--- src/rtl/pe_array_ctrl.sv ---
// pe_array_ctrl: job sequencer for a PE array.
// A job loads a mode into the PEs, broadcasts num_filt_pkts filter packets,
// then runs num_rounds convolution rounds and pulses done.
// Ports:
//   clk, rst             clock, synchronous active-high reset
//   start, mode_cfg,     job start and configuration, sampled only in IDLE
//   num_filt_pkts,
//   num_rounds
//   filt_src_valid/ready filter broadcast handshake
//   ifmap_src_valid/ready ifmap broadcast handshake (ready gated by pe_full)
//   pe_full, pe_conv_done, pe_error  per-PE status
//   op_stage, mode_out, change_mode, conv_continue  PE broadcast controls
//   busy, done, err      job status
module pe_array_ctrl #(
  parameter int unsigned NUM_PE = 24,
  parameter int unsigned CNT_W  = 8
) (
  input  logic              clk,
  input  logic              rst,
  input  logic              start,
  input  logic [1:0]        mode_cfg,
  input  logic [CNT_W-1:0]  num_filt_pkts,
  input  logic [CNT_W-1:0]  num_rounds,
  input  logic              filt_src_valid,
  output logic              filt_src_ready,
  input  logic              ifmap_src_valid,
  output logic              ifmap_src_ready,
  input  logic [NUM_PE-1:0] pe_full,
  input  logic [NUM_PE-1:0] pe_conv_done,
  input  logic [NUM_PE-1:0] pe_error,
  output logic [1:0]        op_stage,
  output logic [1:0]        mode_out,
  output logic              change_mode,
  output logic              conv_continue,
  output logic              busy,
  output logic              done,
  output logic              err
);

  localparam int unsigned SETTLE_CYC = 2;
  localparam logic [1:0]  STG_IDLE   = 2'd0;
  localparam logic [1:0]  STG_LOAD   = 2'd1;
  localparam logic [1:0]  STG_CONV   = 2'd2;

  typedef enum logic [2:0] {
    S_IDLE, S_CFG, S_LOAD_F, S_CONV, S_FIN, S_ERR
  } state_t;

  state_t           state;
  logic [CNT_W-1:0] num_pkts;
  logic [CNT_W-1:0] rounds_m1;
  logic [CNT_W-1:0] pkt_cnt;
  logic [CNT_W-1:0] round_cnt;
  logic [1:0]       settle;

  // Ready must not depend on valid, so the ifmap valid is not needed here.
  logic ifmap_valid_unused;
  assign ifmap_valid_unused = ifmap_src_valid;

  // Any full scratch pad stalls the ifmap broadcast in the same cycle.
  assign ifmap_src_ready = (state == S_CONV) && !(|pe_full);

  // Sequencer: outputs are registered together with the state they belong to.
  always_ff @(posedge clk) begin
    if (rst) begin
      state          <= S_IDLE;
      num_pkts       <= '0;
      rounds_m1      <= '0;
      pkt_cnt        <= '0;
      round_cnt      <= '0;
      settle         <= '0;
      filt_src_ready <= 1'b0;
      op_stage       <= STG_IDLE;
      mode_out       <= 2'd0;
      change_mode    <= 1'b0;
      conv_continue  <= 1'b0;
      busy           <= 1'b0;
      done           <= 1'b0;
      err            <= 1'b0;
    end else begin
      change_mode   <= 1'b0;
      conv_continue <= 1'b0;
      done          <= 1'b0;
      case (state)
        S_IDLE: begin
          if (start) begin
            mode_out    <= mode_cfg;
            num_pkts    <= num_filt_pkts;
            // Zero rounds runs a single round.
            rounds_m1   <= (num_rounds == '0) ? '0 : num_rounds - CNT_W'(1);
            pkt_cnt     <= '0;
            round_cnt   <= '0;
            change_mode <= 1'b1;
            busy        <= 1'b1;
            state       <= S_CFG;
          end
        end
        S_CFG: begin
          if (num_pkts != '0) begin
            filt_src_ready <= 1'b1;
            op_stage       <= STG_LOAD;
            state          <= S_LOAD_F;
          end else begin
            conv_continue <= 1'b1;
            settle        <= 2'(SETTLE_CYC);
            op_stage      <= STG_CONV;
            state         <= S_CONV;
          end
        end
        S_LOAD_F: begin
          if (|pe_error) begin
            filt_src_ready <= 1'b0;
            op_stage       <= STG_IDLE;
            err            <= 1'b1;
            state          <= S_ERR;
          end else if (filt_src_valid) begin
            pkt_cnt <= pkt_cnt + CNT_W'(1);
            if (pkt_cnt + CNT_W'(1) == num_pkts) begin
              filt_src_ready <= 1'b0;
              conv_continue  <= 1'b1;
              settle         <= 2'(SETTLE_CYC);
              op_stage       <= STG_CONV;
              state          <= S_CONV;
            end
          end
        end
        S_CONV: begin
          // pe_conv_done is stale for the first cycles after a (re)start.
          if (settle != 2'd0) settle <= settle - 2'd1;
          if (|pe_error) begin
            op_stage <= STG_IDLE;
            err      <= 1'b1;
            state    <= S_ERR;
          end else if (settle == 2'd0 && &pe_conv_done) begin
            if (round_cnt == rounds_m1) begin
              op_stage <= STG_IDLE;
              done     <= 1'b1;
              state    <= S_FIN;
            end else begin
              round_cnt     <= round_cnt + CNT_W'(1);
              conv_continue <= 1'b1;
              settle        <= 2'(SETTLE_CYC);
            end
          end
        end
        S_FIN: begin
          pkt_cnt   <= '0;
          round_cnt <= '0;
          busy      <= 1'b0;
          state     <= S_IDLE;
        end
        S_ERR: begin
          state <= S_ERR;
        end
        default: state <= S_IDLE;
      endcase
    end
  end

endmodule

--- config.mk ---
export PLATFORM = sky130hd
export DESIGN_NAME = pe_array_ctrl
export DESIGN_NICKNAME = d
export VERILOG_FILES = /design/src/rtl/pe_array_ctrl.sv
export SDC_FILE = /design/constraint.sdc
export NUM_CORES = 1
export LEC_CHECK = 0
export ABC_CLOCK_PERIOD_IN_PS = 2000
export BUFFER_PORTS_ARGS = -buffer_cell sky130_fd_sc_hd__buf_4
export CAP_MARGIN = 20
export CORE_ASPECT_RATIO = 0.7
export CORE_MARGIN = 2
export CORE_UTILIZATION = 44
export DETAILED_ROUTE_END_ITERATION = 8
export PLACE_DENSITY = 0.76
export SETUP_SLACK_MARGIN = 0.02
export SLEW_MARGIN = 20
export SYNTH_ARGS = -nofsm -noshare
export SYNTH_HDL_FRONTEND = slang
export SYNTH_SLANG_ARGS = --single-unit
--- constraint.sdc ---
create_clock -name clk -period 2 [get_ports clk]
set_input_delay 0.2 -clock clk [delete_from_list [all_inputs] [get_ports clk]]
set_output_delay 0.2 -clock clk [all_outputs]
set_load 0.03 [all_outputs]
==> summary.md <==
| Metric | Value |
|---|---|
| Initial DRC count | 116 |
| RSZ-0062 raised after global routing | yes |
| Worst EP required | 2.22 ns |
| Layout area overhead | 44.3% |
| Leakage Power | 1.66 nW |
| I/O pins | 106 |
| Rows | 24 |
| Minimum clock period | 1.99 ns |
| Antenna Violating Nets Remaining | 0 |
| Chip height | 70.3 um |
| Total global routing overflow | 0 |
| Crit path cell chain | ha_4, o21ba_4, a221oi_4, o221ai_2, o41ai_4, a31oi_1, a311oi_1 |
| First-pass GRT wire length | 12900 um |
| Int Pwr | 0.00168 W |
| Max Slew Vio Count | 0 |
| Crit-path max cell delay | 0.37 ns |
| CP max-delay cell | o41ai_4 |
| Status | complete, no violations |
| Worst Hold Class | in2reg |
| Worst-skew pair later-pin latency | 0.30 ns |
| Synth unique cells | 57 |
| I/O Buffers | 104 |
| Arrival @ worst endpoint | 2.21 ns |
| Largest net degree at the start of global routing | 45 |
| Layout Skew | 0.00875 ns |
| Total Nets Final | 567 |
| Die ar. | 6940 um^2 |
| Final setup viols | 0 |
| Max FO, Critical Path | 5 |
| Final Power | 0.00243 W |
| Flop pwr share | 0.434 |
| WS Path Type | reg2reg |
| Startpoint types | register |
| Sw frac | 0.308 |
| Syn Inst Count | 346 |
| Clk sink count | 47 |
| Clock-pin slew on the worst setup and hold paths | 0.09 ns |
| Max H-tree Level | 2 |
| Power Density | 610 nW/um^2 |
| Layout cell share with drive strength beyond 1 | 0.374 |
| Initial antenna violation count | 0 |
| Async S/R FF share, synth | 0 |
| Worst VDD drop | 466 uV |
| Final std cells w/o fill | 548 |
| Worst R2R Setup Slack | 0.006 ns |
| Syn Area/Cell | 7.98 um^2 |
| Maxcap violations | 0 |
| Die Width | 98.7 um |
| CTS Buf Count | 5 |
| Sequential cell area fraction in the yosys report | 0.341 |
| Crit path capture | op_stage[1]$_SDFFE_PP0P_ |
| Ant diodes | 0 |
| Initial Util | 0.449 |
| Synth warnings | 0 |
| Final Cycle Share | 0.997 |
| Core area | 6160 um^2 |
| Root Buffer | clkbuf_8 |
| Synth Cell Area | 2760 um^2 |
| #FFs+latches synth | 47 |
| Crit. Startpoint | pkt_cnt[1]$_SDFFE_PP0P_ |
| Most common cell after layout, fill and taps aside | buf_4 |
| Comb pwr share | 0.306 |
| Via/cell ratio | 5.47 |
| WL per Instance | 14.4 um |
| Hold Violations, Final | 0 |
| Max Clk Rate | 501 MHz |
| Commonest non-fill, non-tap cells in the layout | buf_4, dfxtp_1, nand2_1 |
| Total GRT Usage | 0.226 |
| Main synth FF type | dfxtp_1 |
| Drt total wl | 7900 um |
| Clock share of power | 0.260 |
| Worst r2r path cells | 7 |
| Drt first pass iters | 4 |
| Hold_buf cts | 0 |
| Slew @ Worst Pin | 0.481 ns |
| Placed cell count | 540 |
| FF-to-FF Start | pkt_cnt[1]$_SDFFE_PP0P_ |
| RR Endpoint | op_stage[1]$_SDFFE_PP0P_ |
| Vias in the first global route | 2896 |
| Remaining DRCs | 0 |
| Worst slew margin | 0.676 |
| Routability congestion estimate | 0.896 |
| CTS tree | built |
| Clock Path Buffers | 2 |
| Worst setup EP type | register |
| Routed vias | 2998 |
| Post-synth net total | 444 |
| Post-DP HPWL | 6260 um |
| Post-synth EDFFs | 0 |
| P_sw | 0.000748 W |
==> power by group through the flow <==
stage	Combinational (W)	Clock, W	Sequential, W
4_1_cts	0.000735	0.000647	0.00105
5_1_grt	0.000814	0.000680	0.00106
3_5_place_dp	0.000729	0	0.00108
2_1_floorplan	0.000370	0	0.00110
3_3_place_gp	0.000713	0	0.00107
6_report	0.000745	0.000632	0.00106
==> worst max-delay path, delay by kind of cell (launching register included) <==
| kind | cells | cell delay (ns) |
|---|---|---|
| AO/OA/AOI/OAI | 6 | 1.37 |
| adder cells (fa/ha/maj) | 1 | 0.18 |
| flip-flops | 1 | 0.35 |
==> registers in the layout, summed over array words and instances, names as in the netlist <==
name            flops
mode_out            2
state               3
conv_continue       1
change_mode         1
num_pkts            8
pkt_cnt             8
busy                1
filt_src_ready      1
settle              2
op_stage            2
round_cnt           8
err                 1
rounds_m1           8
done                1
==> per-stage QoR <==
step	TNS, ns	cell area, um^2	util	hold WS (ns)	setup WS [ns]
finish	0	3980	0.647	0.142	0.00551
CTS	0	3920	0.636	0.139	0.0187
floorplan	0	2780	-	0.336	0.0353
global route	-0.146	3980	0.647	0.144	-0.0495
detailed placement	-0.433	3800	0.617	0.449	-0.0922
global placement	-0.231	3800	0.617	0.444	-0.0776
==> cell usage after synthesis, types with 2 or more instances <==
cell / count / area share
nor2_1: 37 / 0.050
a31o_2: 3 / 0.0095
nor4_4: 2 / 0.015
nand4bb_1: 2 / 0.0082
buf_4: 2 / 0.0054
nor3_1: 8 / 0.014
o211ai_1: 3 / 0.0082
nand4b_1: 2 / 0.0063
a21oi_1: 34 / 0.062
clkbuf_1: 10 / 0.014
nand2_1: 39 / 0.053
or3_1: 3 / 0.0068
a22oi_1: 7 / 0.019
xor2_1: 8 / 0.025
nor4_1: 14 / 0.032
nand3b_1: 6 / 0.016
ha_1: 3 / 0.014
o21ai_0: 9 / 0.016
nand4_1: 10 / 0.023
and2_1: 2 / 0.0045
nor4_2: 3 / 0.014
mux2i_1: 3 / 0.011
xnor2_1: 16 / 0.051
dfxtp_1: 47 / 0.34
inv_1: 9 / 0.012
a21o_1: 3 / 0.0082
nand3_1: 12 / 0.022
nand2b_1: 4 / 0.0091
a41o_1: 2 / 0.0072
nor3b_1: 2 / 0.0054
a211oi_1: 3 / 0.0082
and4_1: 2 / 0.0063
nor2b_1: 2 / 0.0045
and3_1: 8 / 0.018
buf_2: 4 / 0.0072
==> layout make-up <==
cell class | instances | area [um^2]
Timing Repair Buffer | 135 | 1010
Clock buffer | 8 | 100
Fill cell | 527 | 2170
Sequential cell | 47 | 947
Inverter | 9 | 33.8
Tap cell | 78 | 97.6
Multi-Input combinational cell | 271 | 1790
==> how the worst min path moves through the flow <==
stage	from	end	slack [ns]	cells past startpoint
2_1_floorplan	num_filt_pkts[0]	num_pkts[0]$_SDFFE_PP0P_	0.34	2
3_3_place_gp	mode_out[1]$_SDFFE_PP0P_	mode_out[1]$_SDFFE_PP0P_	0.44	2
3_5_place_dp	mode_out[1]$_SDFFE_PP0P_	mode_out[1]$_SDFFE_PP0P_	0.45	2
4_1_cts	num_filt_pkts[1]	num_pkts[1]$_SDFFE_PP0P_	0.14	3
5_1_grt	num_filt_pkts[1]	num_pkts[1]$_SDFFE_PP0P_	0.14	3
6_report	num_filt_pkts[1]	num_pkts[1]$_SDFFE_PP0P_	0.14	3
==> per-layer routing <==
metal,GRT usage,part of all wire,up-vias
met1,0.295,0.45,1379
met5,0,0,-
met3,0.0460,0.070,8
met2,0.384,0.48,107
li1,-,-,1504
met4,0.0563,0.0072,0
==> kinds of logic after synthesis <==
| kind of cell | synth area share |
|---|---|
| DFF | 0.341 |
| adders and majority gates | 0.0136 |
| xor gates and xnor gates | 0.0761 |
| and+or+nand+nor | 0.330 |
| AOI/OAI and AO/OA | 0.183 |
| buffers and inverters | 0.0458 |
| muxes | 0.0109 |
==> what timing repair did <==
action / 4_1_cts / 5_1_grt
gates resized for setup: 5 / 12
pin swaps: 2 / 11
setup buffers: 0 / 0
setup endpoints to repair: 4 / 17
Power figures use the tool's default switching activity.
